[src/rtl/alu_share_arbiter.sv]
// Round-robin share of one ALU between two requesters. Operands are latched and
// the ALU is driven for one cycle, then the registered result is handed back.
module alu_share_arbiter #(
  parameter int unsigned DATA_W = 32,
  parameter int unsigned OP_W   = 4,
  parameter int unsigned CNT_W  = 32
) (
  input  logic              CLK,
  input  logic              RESET,
  input  logic              req0_valid,
  output logic              req0_ready,
  input  logic [DATA_W-1:0] req0_a,
  input  logic [DATA_W-1:0] req0_b,
  input  logic [OP_W-1:0]   req0_op,
  input  logic              req1_valid,
  output logic              req1_ready,
  input  logic [DATA_W-1:0] req1_a,
  input  logic [DATA_W-1:0] req1_b,
  input  logic [OP_W-1:0]   req1_op,
  output logic              rsp0_valid,
  input  logic              rsp0_ready,
  output logic              rsp1_valid,
  input  logic              rsp1_ready,
  output logic [DATA_W-1:0] rsp_result,
  output logic              rsp_zero,
  output logic [DATA_W-1:0] alu_input1,
  output logic [DATA_W-1:0] alu_input2,
  output logic [OP_W-1:0]   alu_operation,
  input  logic [DATA_W-1:0] alu_result,
  input  logic              alu_zero,
  output logic              busy,
  output logic [CNT_W-1:0]  op_count
);

  typedef enum logic [1:0] {IDLE, EXEC, RESP} state_t;

  state_t state;
  logic   owner;
  logic   last_grant;
  logic   rsp_hs;
  logic   can_accept;
  logic   grant0;
  logic   grant1;

  // Grant is combinational: a new op may be taken in IDLE or in the cycle the
  // pending response is consumed. On a tie the port not granted last wins.
  always_comb begin
    rsp_hs     = (state == RESP) && (owner ? rsp1_ready : rsp0_ready);
    can_accept = !RESET && ((state == IDLE) || rsp_hs);
    grant0     = can_accept && req0_valid && (!req1_valid || last_grant);
    grant1     = can_accept && req1_valid && (!req0_valid || !last_grant);
  end

  assign req0_ready = grant0;
  assign req1_ready = grant1;

  always_ff @(posedge CLK) begin
    if (RESET) begin
      state         <= IDLE;
      owner         <= 1'b0;
      last_grant    <= 1'b1;
      alu_input1    <= '0;
      alu_input2    <= '0;
      alu_operation <= '0;
      rsp_result    <= '0;
      rsp_zero      <= 1'b0;
      rsp0_valid    <= 1'b0;
      rsp1_valid    <= 1'b0;
      busy          <= 1'b0;
      op_count      <= '0;
    end else begin
      // Operand latches double as the ALU drive and hold across all states.
      if (grant0 || grant1) begin
        alu_input1    <= grant1 ? req1_a  : req0_a;
        alu_input2    <= grant1 ? req1_b  : req0_b;
        alu_operation <= grant1 ? req1_op : req0_op;
        owner         <= grant1;
        last_grant    <= grant1;
      end

      unique case (state)
        IDLE: begin
          if (grant0 || grant1) begin
            state <= EXEC;
            busy  <= 1'b1;
          end
        end
        EXEC: begin
          rsp_result <= alu_result;
          rsp_zero   <= alu_zero;
          rsp0_valid <= !owner;
          rsp1_valid <= owner;
          state      <= RESP;
        end
        RESP: begin
          if (rsp_hs) begin
            op_count   <= op_count + CNT_W'(1);
            rsp0_valid <= 1'b0;
            rsp1_valid <= 1'b0;
            if (grant0 || grant1) begin
              state <= EXEC;
            end else begin
              state <= IDLE;
              busy  <= 1'b0;
            end
          end
        end
        default: begin
          state <= IDLE;
          busy  <= 1'b0;
        end
      endcase
    end
  end

endmodule

[config.mk]
export PLATFORM = sky130hd
export DESIGN_NAME = alu_share_arbiter
export DESIGN_NICKNAME = d
export VERILOG_FILES = /design/src/rtl/alu_share_arbiter.sv
export SDC_FILE = /design/constraint.sdc
export NUM_CORES = 1
export LEC_CHECK = 0
export CORE_ASPECT_RATIO = 0.5
export CORE_UTILIZATION = 43
export CTS_BUF_LIST = sky130_fd_sc_hd__clkbuf_16
export CTS_CLUSTER_DIAMETER = 120
export DETAILED_ROUTE_END_ITERATION = 8
export PLACE_DENSITY = 0.95
export SYNTH_ARGS = -nofsm -noshare
export SYNTH_HDL_FRONTEND = slang
export SYNTH_SLANG_ARGS = --single-unit
[constraint.sdc]
create_clock -name CLK -period 6.06 [get_ports CLK]
set_input_delay 1.212 -clock CLK [delete_from_list [all_inputs] [get_ports CLK]]
set_output_delay 1.212 -clock CLK [all_outputs]
set_load 0.005 [all_outputs]
==> metrics, run 1 <==
largest net degree at the start of global routing=between 100 and 150; mapped cell area=roughly 5900 um2; top cell type's share of synthesized area=a little under half; Synth async-reset ratio=0%; synth top area cells=dfxtp_1 (47%), nand2_1 (14%), a311oi_1 (10%); worst skew pair latency=410 ps; Layout area overhead=63.9%; Clock Tree Root=clkbuf_16; Ant. Diodes=0; die height=between 80 and 90 um; Slew @ Worst Pin=905 ps; mean post-synth cell area=between 7 and 8 um2; Power Total=~2.6 mW; Reg2Reg Setup Slack=roughly 3500 ps; proportion of layout cells with a drive suffix above 1=between 5 and 6%; # setup viols final=0; CTS buffer count=17; min-delay src=rsp_result[22]$_SDFFE_PP0P_; TritonRoute pass-1 iters=5; Post-DRT Antenna Nets=0; Commonest cells post-synth=nand2_1 (216), dfxtp_1 (140), nor2_1 (93), a311oi_1 (68), a21oi_1 (50); RR Endpoint=op_count[28]$_SDFFE_PP0P_; Setup TNS=0 ps; Syn Inst Count=about 750; FP Rows=29; clk buf depth=2; Critical Path Slowest Stage Cell=mux2i_1; Peak Freq=about 220 MHz; core area=13000 um2; Die X=roughly 170 um; final hold slack=roughly 450 ps; final global-route overflow total=0; Power Density=approximately 270 nW/um2; WP data arrival=between 3000 and 4000 ps; Clk pwr share=between 40% and 50%; Post-synth EDFFs=0; most common cell in the synthesized netlist=nand2_1; Crit. End Element=output port; startpoint class of the critical path=input port; io pins=around 310; Net Sw Frac=between 20 and 25%; cell family with the largest share of critical-path delay=buffers and inverters; wire per inst=about 17 um; DRT Wirelength=between 20000 and 25000 um; Post-CTS Hold Buffers=0; WHS Path Cells=2; Die ar.=between 10000 and 15000 um2; Non-Filler Instances=around 1200; sequential-to-total area share from yosys stat=between 40% and 50%; Gate power share=about 17%; Final #Nets=roughly 1200; Final Max Tran Viols=0; routability congestion estimate=0.863; status=finished, final reports clean; Initial Utilization=roughly 45%; clk_skew=approximately 11 ps; DR DRC count=0; Final Hold Viols=0; Critical path buffers and inverters=2; max-cap check violation count=0; largest area contributor in the netlist=dfxtp_1; RR Startpoint=owner$_SDFFE_PP0N_; number of port buffers=312; post-detail-place hpwl=approximately 14000 um; Iteration-0 DRC Markers=between 300 and 400; Worst VDD drop=between 150 and 200 uV; RSZ-0062 raised after global routing=no; post-route minimum period=around 4500 ps; clock slew at reported path FFs=around 70 ps; final cycle utilization of the critical path=between 70% and 80%; top_reg_cell synth=dfxtp_1; synth warn=0; vias per inst=5.40; CP peak stage delay=between 700 and 800 ps; vias=~6500; sequential power share=about two fifths; Tot GR Track Use=27.8%; Critical Path, Cell by Cell=clkdlybuf4s50_1 > mux2i_1 > a211oi_1 > and3_1 > clkdlybuf4s50_1; Hold EP=rsp_result[22]$_SDFFE_PP0P_; CTS tree=done; vias in the first global route=between 6000 and 7000; Resize count post-CTS=0; Placed Cells=1176; worst reg2reg path depth=4; Seq cells post-synth=140; Net Count, Synth=between 900 and 1000; CTS H-tree depth=4; P_leak=approximately 3.5 nW; Distinct cells, synth=37; headroom to the max-slew limit=37.9%; Sw Pwr=0.636 mW; antenna violations before repair=0; Worst Hold Class=flop to flop; CTS Sinks=140; Req. time, crit path=4850 ps; critical path fanouts, max=10; Int Pwr=1.93 mW; Setup CP Type=input port to output port; first-pass GRT wire length=around 32000 um; post-CTS setup buffers=0; most frequent CP cell=clkdlybuf4s50_1
## sequential cells by signal, summed over array words and instances, names as in the netlist
name           count
alu_input1        32
rsp_zero           1
rsp0_valid         1
owner              1
alu_input2        32
alu_operation      4
rsp1_valid         1
last_grant         1
state              2
busy               1
rsp_result        32
op_count          32
## layout by cell type (no fill, tap or decap), types with 8 or more instances in the layout
cell type	netlist	layout
clkdlybuf4s50_1	0	311
nand2_1	216	216
dfxtp_1	140	140
nor2_1	93	93
a311oi_1	68	68
a21oi_1	50	50
clkbuf_16	0	17
mux2_2	11	11
or4_1	10	10
nor2b_1	11	10
nor3_1	9	9
nand3_1	8	8
nand4_1	8	8
o31ai_1	8	8
## worst max-delay path by stage
| stage | to | cells after the start | from |
|---|---|---|---|
| finish | req0_ready | 5 | rsp1_ready |
| floorplan | req1_ready | 5 | RESET |
| global placement | req0_ready | 5 | rsp1_ready |
| CTS | req0_ready | 5 | rsp1_ready |
| detailed placement | req0_ready | 5 | rsp1_ready |
| global route | req0_ready | 5 | rsp1_ready |
## tightest hold or removal path, delay by kind of cell (launching register included)
kind	cells	cell delay (ps)
flip-flops	1	310
AND/OR/NAND/NOR	1	50
AO/OA/AOI/OAI	1	50
## layout make-up
class,count,area [um2]
fillers,932,3340
repair buffers,318,3180
multi-input cells,542,2840
flip-flops and latches,140,2800
clock buffers,17,425
well taps,170,213
clock inverters,14,205
inverters,6,22.5
## metal layers
layer	share of wire [%]	wire, um	global-route usage, %
met2	51	10300	50.4
met1	39	7970	30.5
met5	0	0	0
met3	4.7	956	6.02
met4	4.9	986	15.9
## through the flow
stage	worst slack [ps]	area (um2)	util, %
after floorplan	2670	5910	-
after global placement	1680	9060	69.5
after detailed placement	1590	9060	69.5
after CTS	1580	9690	74.4
after global routing	1480	9690	74.4
final	1550	9690	74.4
## power groups by stage
stage	sequential (mW)	combinational [mW]	clock, mW
after floorplan	1.04	0.156	0
after global placement	1.03	0.414	0
after detailed placement	1.04	0.427	0
after CTS	1.02	0.431	1.14
after global routing	1.02	0.463	1.20
final	1.02	0.430	1.12
## logic make-up (layout without fill, tap and decap cells)
| kind of cell | after synthesis | after routing | share of synthesized area (%) |
|---|---|---|---|
| flip-flops | 140 | 140 | 47.4 |
| multiplexers | 12 | 12 | 2.26 |
| adder cells (fa/ha/maj) | 1 | 1 | 0.212 |
| AND/OR/NAND/NOR | 381 | 381 | 27.4 |
| buffers and inverters | 70 | 355 | 4.70 |
| XOR/XNOR | 8 | 8 | 1.19 |
| AO/OA/AOI/OAI | 140 | 140 | 16.8 |
(Power assumes the default switching activity.)
==> run 2, diff against run 1 <==
CORE_UTILIZATION = 36   (was 43)
PLACE_DENSITY = 0.86   (was 0.95)
clock period = 3.85 ns   (was 6.06 ns; I/O delays follow)
==> run 2 against run 1 <==
Net effect:
- via count down 2.6%
- wire length is 5.2% lower
- power is 51% higher
- die area grew 19%
- hold slack hardly changed
- critical path type unchanged
- critical endpoint unchanged
==> metrics, run 2 (synthesized netlist as in run 1, its figures left out) <==
status=finished, final reports clean; Resize count post-CTS=0 (unchanged); Initial Utilization=37.6% (-7.8 points); antenna violations before repair=0 (unchanged); CP peak stage delay=550 ps (-170 ps); CTS buffer count=17 (unchanged); Slew @ Worst Pin=1260 ps (+353 ps); WHS Path Cells=2 (unchanged); die height=92.6 um (+9.1%); Worst Hold Class=flop to flop; Worst VDD drop=379 uV (+92%); clk_skew=12.6 ps (+1.50 ps); post-detail-place hpwl=13400 um (-2.2%); Tot GR Track Use=22.2% (-5.6 points); most frequent CP cell=clkdlybuf4s50_1; FP Rows=32 (+10%); CTS H-tree depth=4 (unchanged); vias=6350 (-2.6%); final global-route overflow total=0 (unchanged); Post-DRT Antenna Nets=0 (unchanged); core area=15700 um2 (+21%); post-route minimum period=around 3200 ps; first-pass GRT wire length=30100 um (-4.7%); routability congestion estimate=0.814 (-5.7%); clk buf depth=2 (unchanged); Clock Tree Root=clkbuf_16; worst skew pair latency=400 ps (about the same); DR DRC count=0 (unchanged); Peak Freq=approximately 310 MHz; Int Pwr=2.94 mW (+52%); pre-CTS WS=644 ps (-951 ps); Final Hold Viols=0 (unchanged); Net Sw Frac=24.0% (-0.76 points); Setup CP Type=input port to output port; Sw Pwr=0.930 mW (+46%); wire per inst=15.2 um (-9.1%); number of port buffers=312 (unchanged); Crit. End Element=output port; final hold slack=454 ps (-0.419 ps); P_leak=3.46 nW (-0.47%); TritonRoute pass-1 iters=5 (unchanged); max-cap check violation count=0 (unchanged); Power Density=399 nW/um2 (+51%); WP data arrival=2440 ps (-860 ps); Clk pwr share=41.3% (-2.3 points); post-CTS setup buffers=0 (unchanged); CTS Sinks=140 (unchanged); most frequent cells in the layout=clkdlybuf4s50_1 (311), nand2_1 (216), dfxtp_1 (140), nor2_1 (93), a311oi_1 (68); Layout area overhead=64.0% (about the same); Power Total=3.87 mW (+51%); vias per inst=5.05 (-6.6%); clock slew at reported path FFs=60 ps (about the same); Critical Path Slowest Stage Cell=clkdlybuf4s50_1; Req. time, crit path=3080 ps (-1770 ps); critical path fanouts, max=3 (-7); final cycle utilization of the critical path=between 80% and 90%; largest net degree at the start of global routing=138 (unchanged); Ant. Diodes=0 (unchanged); worst reg2reg path depth=5 (+1); sequential power share=41.3% (+1.7 points); Gate power share=17.4% (+0.7 points); Die X=183 um (+9.2%); Final Max Tran Viols=0 (unchanged); headroom to the max-slew limit=15.7% (-22 points); Iteration-0 DRC Markers=270 (-31%); CTS tree=done; Critical Path, Cell by Cell=clkdlybuf4s50_1 > mux2i_1 > a211oi_1 > and3_1 > clkdlybuf4s50_1; Setup TNS=0 ps (unchanged); Die ar.=17000 um2 (+19%); proportion of layout cells with a drive suffix above 1=4.53% (-0.48 points); most common cell after layout, fill and taps aside=clkdlybuf4s50_1; startpoint class of the critical path=input port; Final #Nets=1203 (+0.17%); DRT Wirelength=19100 um (-5.2%); Post-CTS Hold Buffers=0 (unchanged); PnR worst setup slack=636 ps (-915 ps); RSZ-0062 raised after global routing=no; # setup viols final=0 (unchanged); vias in the first global route=6140 (-4.3%); io pins=313 (unchanged)
[run 2: cell types whose count changed in the layout (fill, tap and decap cells not counted), sizes merged]
cell / delta
buf: +2
bufinv: -1
clkinv: +3
inv: -4
[run 2: path summary, 6_finish.rpt]
kind                               startpoint                           to  slack (ps)
setup / recovery                   rsp1_ready                   req0_ready         640
hold / removal    rsp_result[23]$_SDFFE_PP0P_  rsp_result[23]$_SDFFE_PP0P_         450
setup reg to reg           owner$_SDFFE_PP0N_    op_count[15]$_SDFFE_PP0P_        1380
hold reg to reg   rsp_result[23]$_SDFFE_PP0P_  rsp_result[23]$_SDFFE_PP0P_         450
[run 2: metrics by stage]
stage	std cells	cell area [um2]	utilization (%)
global placement	1229	9140	58.1
floorplan	752	5910	-
detailed placement	1229	9140	58.1
CTS	1258	9690	61.6
global route	1258	9690	61.6
finish	1258	9690	61.6
[run 2: cell type report]
type | count | area [um2]
well taps | 221 | 277
multi-input cells | 542 | 2840
clock buffers | 17 | 425
repair buffers | 320 | 3190
clock inverters | 12 | 134
fillers | 1307 | 6040
inverters | 6 | 22.5
flip-flops and latches | 140 | 2800
[run 2: worst max-delay path, delay by kind of cell]
family / cells / cell delay [ps]
multiplexers: 1 / 100
AND/OR/NAND/NOR: 1 / 260
buffers and inverters: 2 / 1020
AO/OA/AOI/OAI: 1 / 300
[run 2: per-layer routing]
| layer | global-route usage (%) | vias to the layer above | wire, um |
|---|---|---|---|
| li1 | - | 3154 | - |
| met4 | 9.58 | 0 | 638 |
| met3 | 5.07 | 45 | 876 |
| met1 | 25.3 | 2952 | 7890 |
| met5 | 0 | - | 0 |
| met2 | 39.9 | 199 | 9740 |
[run 2: power groups by stage]
| stage | Sequential, mW | Clock, mW | Combinational (mW) |
|---|---|---|---|
| floorplan | 1.63 | 0 | 0.246 |
| global placement | 1.63 | 0 | 0.658 |
| detailed placement | 1.63 | 0 | 0.674 |
| CTS | 1.60 | 1.64 | 0.677 |
| global route | 1.61 | 1.71 | 0.735 |
| finish | 1.60 | 1.60 | 0.674 |
==> RTL change 1 (flow settings as in run 1) <==
Set the parameter `CNT_W` to 16 (it was 32).
--- a/src/rtl/alu_share_arbiter.sv
+++ b/src/rtl/alu_share_arbiter.sv
@@ -3,7 +3,7 @@
 module alu_share_arbiter #(
   parameter int unsigned DATA_W = 32,
   parameter int unsigned OP_W   = 4,
-  parameter int unsigned CNT_W  = 32
+  parameter int unsigned CNT_W  = 16
 ) (
   input  logic              CLK,
   input  logic              RESET,
Interface: changed (resized op_count); port bits go from 313 to 297. The function was not compared with the original's and may differ.
==> RTL change 1 against run 1 <==
  * Power decreased by 8.6%
  * Fmax increased by 3.9%
  * Setup slack improved by 0.17 ns
  * Sequential cell count decreased by 16
  * Largest cell class unchanged
  * Synthesized area decreased by 7.2%
  * Routed wire length decreased by 7.4%
  * Sequential share of layout area decreased by 1.5 points
  * Utilization increased by 0.30 points
  * Design area decreased by 6.6%
  * Largest power group unchanged
==> RTL change 1: results <==
export IMPL_critical_path_peak_fanout=5
export IMPL_cts_inserted_buffers=17
export IMPL_clk_root_buffer_cell="clkbuf_16"
export IMPL_drt_first_iter_violations=364
export IMPL_critical_path_top_delay_family="buffers and inverters"
export IMPL_clock_insertion_delay_worst_skew_ns=0.40
export IMPL_vdd_ir_drop_worst_mv=0.269
export IMPL_post_cts_resized=0
export IMPL_grt_pass1_vias=5575
export IMPL_netlist_cell_type_count=35
export IMPL_postPlaceCellArea_um2=8490
export IMPL_total_leakage_power_nw=3.09
export IMPL_antennaDiodeCount=0
export IMPL_synth_compound_area_share_pct=31.0
export IMPL_nets=1081
export IMPL_place_congestion=0.833
export IMPL_synthArstFlopShare_pct=0
export IMPL_synth_commonest_cells="a211oi_1 (125), dfxtp_1 (124), nor2_1 (83)"
export IMPL_arrival_ns=3.13
export IMPL_numPortBuffers=296
export IMPL_drt_pre_antenna_iters=4
export IMPL_clock_skew_ns=0.0117
export IMPL_synth_area_top_cells="dfxtp_1 (45%), a211oi_1 (17%), o21bai_1 (7.9%)"
export IMPL_cts_htree_levels=4
export IMPL_dr_vias=5907
export IMPL_synth_warning_count=0
export IMPL_detailed_place_hpwl_um=12800
export IMPL_syn_num_nets=821
export IMPL_worst_hold_path_type="reg -> reg"
export IMPL_maximum_number_of_pins_on_one_net_before_global_route_repair=74
export IMPL_synth_mux_area_fraction_pct=2.64
export IMPL_critPathSlowestCell="clkdlybuf4s50_1"
export IMPL_post_cts_repair_setup_buffers=0
export IMPL_clkTransAtPathRegs_ns=0.06
export IMPL_grt_pass1_wl_um=28500
export IMPL_synth_seq_area_share_pct=45.2
export IMPL_post_synth_xor_area_fraction_pct=1.28
export IMPL_wl_per_instance_um=17.3
export IMPL_final_layout_size_suffix_gt1_share_pct=5.66
export IMPL_reg_largest_list="alu_input1: 32 flops, alu_input2: 32 flops, rsp_result: 32 flops"
export IMPL_cts_root_to_sink_buffers=2
export IMPL_antenna_found_initial=0
export IMPL_max_stage_delay_ns=0.60
export IMPL_status="complete, no violations"
export IMPL_relSlewSlack_pct=19.9
export IMPL_synth_adder_area_share_pct=0.228
export IMPL_groute_usage_overall_pct=27.5
==> RTL change 1: changes by cell type after synthesis, moves of 6 or more <==
cell | run 1 | this run
nand2_1 | 216 | 76
a211oi_1 | 2 | 125
a311oi_1 | 68 | 0
o21bai_1 | 1 | 58
dfxtp_1 | 140 | 124
mux2i_1 | 1 | 12
mux2_2 | 11 | 1
nor2_1 | 93 | 83
nor2b_1 | 11 | 3
nor3_1 | 9 | 1
or4_1 | 10 | 2
o31ai_1 | 8 | 2
==> RTL change 1: through the flow <==
| step | power (mW) | instances | setup slack [ns] |
|---|---|---|---|
| floorplan | 1.12 | 645 | 2.45 |
| global placement | 1.39 | 1051 | 1.78 |
| detailed placement | 1.40 | 1051 | 1.73 |
| CTS | 2.36 | 1083 | 1.72 |
| global route | 2.45 | 1083 | 1.66 |
| finish | 2.35 | 1083 | 1.72 |
==> RTL change 1: path summary, 6_finish.rpt <==
kind / from / endpoint / slack [ns] / depth (start not counted)
worst max-delay path: req1_valid / req1_ready / 1.72 / 4
worst min-delay path: rsp_result[10] / rsp_result[10] / 0.45 / 2
worst max register to register: last_grant / alu_input2[7] / 3.66 / 5
worst min register to register: rsp_result[10] / rsp_result[10] / 0.45 / 2
==> RTL change 1: report_power, final <==
part | leakage, nW | total, mW | internal [mW] | switching [mW]
Combinational | 1.81 | 0.464 | 0.271 | 0.192
Clock | 0.261 | 0.961 | 0.569 | 0.391
Sequential | 1.02 | 0.923 | 0.877 | 0.0453
==> RTL change 1: final cells by class <==
type                            count  area (µm²)
Timing Repair Buffer              306        3030
Inverter                            2        7.51
Clock inverter                     15         138
Sequential cell                   124        2480
Tap cell                          165         206
Fill cell                         875        3070
Clock buffer                       17         425
Multi-Input combinational cell    454        2760
==> RTL change 1: cell families (layout without fill, tap and decap cells) <==
family,Yosys count,after routing
AO/OA/AOI/OAI,238,238
AND/OR/NAND/NOR,193,193
flip-flops,124,124
buffers and inverters,67,340
multiplexers,14,14
XOR/XNOR,8,8
adder cells (fa/ha/maj),1,1
==> RTL change 1: worst reg2reg max path, stage by stage, from the launching register on <==
cell and delay (ns):
dfxtp_2 1.09, nand2b_1 0.37, nand2_2 0.09, buf_4 0.32
o21bai_1 0.26, a211oi_1 0.11
==> RTL change 1: per-layer routing <==
layer,wire (µm),GRT usage [%],vias to the layer above
met2,9530,51.0,222
met1,7630,31.3,2791
li1,-,-,2854
met3,1040,5.61,40
met5,0,0,-
met4,490,12.0,0
==> RTL change 2 (config.mk and constraints of run 1) <==
Made on the original files. Put one more register stage on the output `op_count`. The value now appears one clock later. The other outputs are not delayed to match.
--- a/src/rtl/alu_share_arbiter.sv
+++ b/src/rtl/alu_share_arbiter.sv
@@ -34,6 +34,8 @@
 
   typedef enum logic [1:0] {IDLE, EXEC, RESP} state_t;
 
+  logic [CNT_W-1:0] op_count_s0;
+
   state_t state;
   logic   owner;
   logic   last_grant;
@@ -67,7 +69,7 @@
       rsp0_valid    <= 1'b0;
       rsp1_valid    <= 1'b0;
       busy          <= 1'b0;
-      op_count      <= '0;
+      op_count_s0   <= '0;
     end else begin
       // Operand latches double as the ALU drive and hold across all states.
       if (grant0 || grant1) begin
@@ -94,7 +96,7 @@
         end
         RESP: begin
           if (rsp_hs) begin
-            op_count   <= op_count + CNT_W'(1);
+            op_count_s0 <= op_count_s0 + CNT_W'(1);
             rsp0_valid <= 1'b0;
             rsp1_valid <= 1'b0;
             if (grant0 || grant1) begin
@@ -113,5 +115,9 @@
     end
   end
 
+  always_ff @(posedge CLK) begin
+    op_count <= op_count_s0;
+  end
+
 endmodule
 
Function: changed (Yosys sat finds a counterexample within 4 cycles, from zero or initial values and one cycle with RESET high).
==> RTL change 2 against run 1 <==
  * Setup slack gained 0.26 ns
  * Power grew 7.2%
  * Routed wire length is essentially flat
  * Final cell count grew 4.5%
  * Sequential share of layout area grew 4.4 points
  * Design area grew 6.5%
  * Synthesized area grew 11%
  * Sequential cell count grew 32
  * Largest cell class is now flip-flops and latches
  * Largest power group is now sequential cells
  * Highest routed layer unchanged
==> RTL change 2: results <==
export IMPL_wl_met3_um=1200
export IMPL_critical_path_peak_fanout=7
export IMPL_groute_usage_overall_pct=24.6
export IMPL_max_slew_worst_pin_slew_ns=0.995
export IMPL_grt_pass1_wl_um=30800
export IMPL_syn_num_nets=953
export IMPL_m1WireLength_um=8020
export IMPL_nets=1226
export IMPL_clock_skew_ns=0.0122
export IMPL_postPlaceCellArea_um2=9710
export IMPL_place_congestion=0.863
export IMPL_synth_seq_area_share_pct=52.6
export IMPL_total_leakage_power_nw=3.69
export IMPL_final_fill_count=1083
export IMPL_arrival_ns=3.04
export IMPL_drt_first_iter_violations=481
export IMPL_final_layout_size_suffix_gt1_share_pct=4.52
export IMPL_grt_pass1_vias=6240
export IMPL_drt_vias_per_instance=5.38
export IMPL_wl_per_instance_um=16.0
export IMPL_synthDominantCellAreaShare_pct=52.6
export IMPL_synth_warning_count=0
export IMPL_netlist_cell_type_count=41
export IMPL_synth_commonest_cells="nand2_1 (212), dfxtp_1 (172), nor2_1 (82)"
export IMPL_status="complete, no violations"
export IMPL_detailed_place_hpwl_um=14000
export IMPL_regToRegSetupSlack_ns=3.53
-- RTL change 2: cell types whose count changed after synthesis, moves of 3 or more --
cell | run 1 | this run
dfxtp_1 | 140 | 172
nor2_1 | 93 | 82
a21oi_1 | 50 | 60
o31ai_1 | 8 | 18
mux2_2 | 11 | 2
nor2b_1 | 11 | 3
or4_1 | 10 | 18
nor3_1 | 9 | 2
buf_1 | 8 | 3
buf_4 | 0 | 5
nand2_1 | 216 | 212
xnor2_1 | 7 | 4
-- RTL change 2: cell type report --
class	instances	area share, %
multi-input cells	533	27.3
clock inverters	15	1.72
inverters	8	0.291
well taps	198	2.40
clock buffers	17	4.12
flip-flops and latches	172	33.4
repair buffers	318	30.8
-- RTL change 2: per-stage QoR --
step	cells	utilization, %	worst slack (ns)	hold slack (ns)	power, mW
4_1_cts	1261	70.4	1.83	0.372	2.77
3_5_place_dp	1229	66.3	1.84	0.358	1.68
2_1_floorplan	777	-	2.67	0.344	1.41
3_3_place_gp	1229	66.3	1.87	0.358	1.67
5_1_grt	1261	70.4	1.73	0.381	2.87
6_report	1261	70.4	1.81	0.371	2.75
-- RTL change 2: worst paths after layout --
| check | start | to | cells after the start |
|---|---|---|---|
| setup / recovery | rsp1_ready | req0_ready | 5 |
| hold / removal | op_count_s0[31] | op_count[31] | 0 |
| setup reg to reg | state[1] | op_count_s0[30] | 4 |
| hold reg to reg | op_count_s0[31] | op_count[31] | 0 |
-- RTL change 2: worst max-delay path, stage by stage --
cell and delay, ns:
clkdlybuf4s50_1 0.47, mux2i_1 0.20, a211oi_1 0.37, and3_1 0.26
clkdlybuf4s50_1 0.52
-- RTL change 2: logic make-up after synthesis --
family / share of synthesized area, %
DFF: 52.6
buffers and inverters: 4.72
muxes: 0.649
adders and majority gates: 0.191
AOI/OAI and AO/OA: 17.4
xor gates and xnor gates: 0.802
and+or+nand+nor: 23.7
-- RTL change 2: where the power goes --
group          switching, mW  internal [mW]
combinational          0.176          0.253
clock                  0.503          0.592
sequential            0.0364           1.19
-- RTL change 2: layer usage --
metal	up-vias	global-route usage [%]
li1	3264	-
met1	3195	29.0
met2	271	43.6
met3	58	6.63
met4	0	9.80
met5	-	0
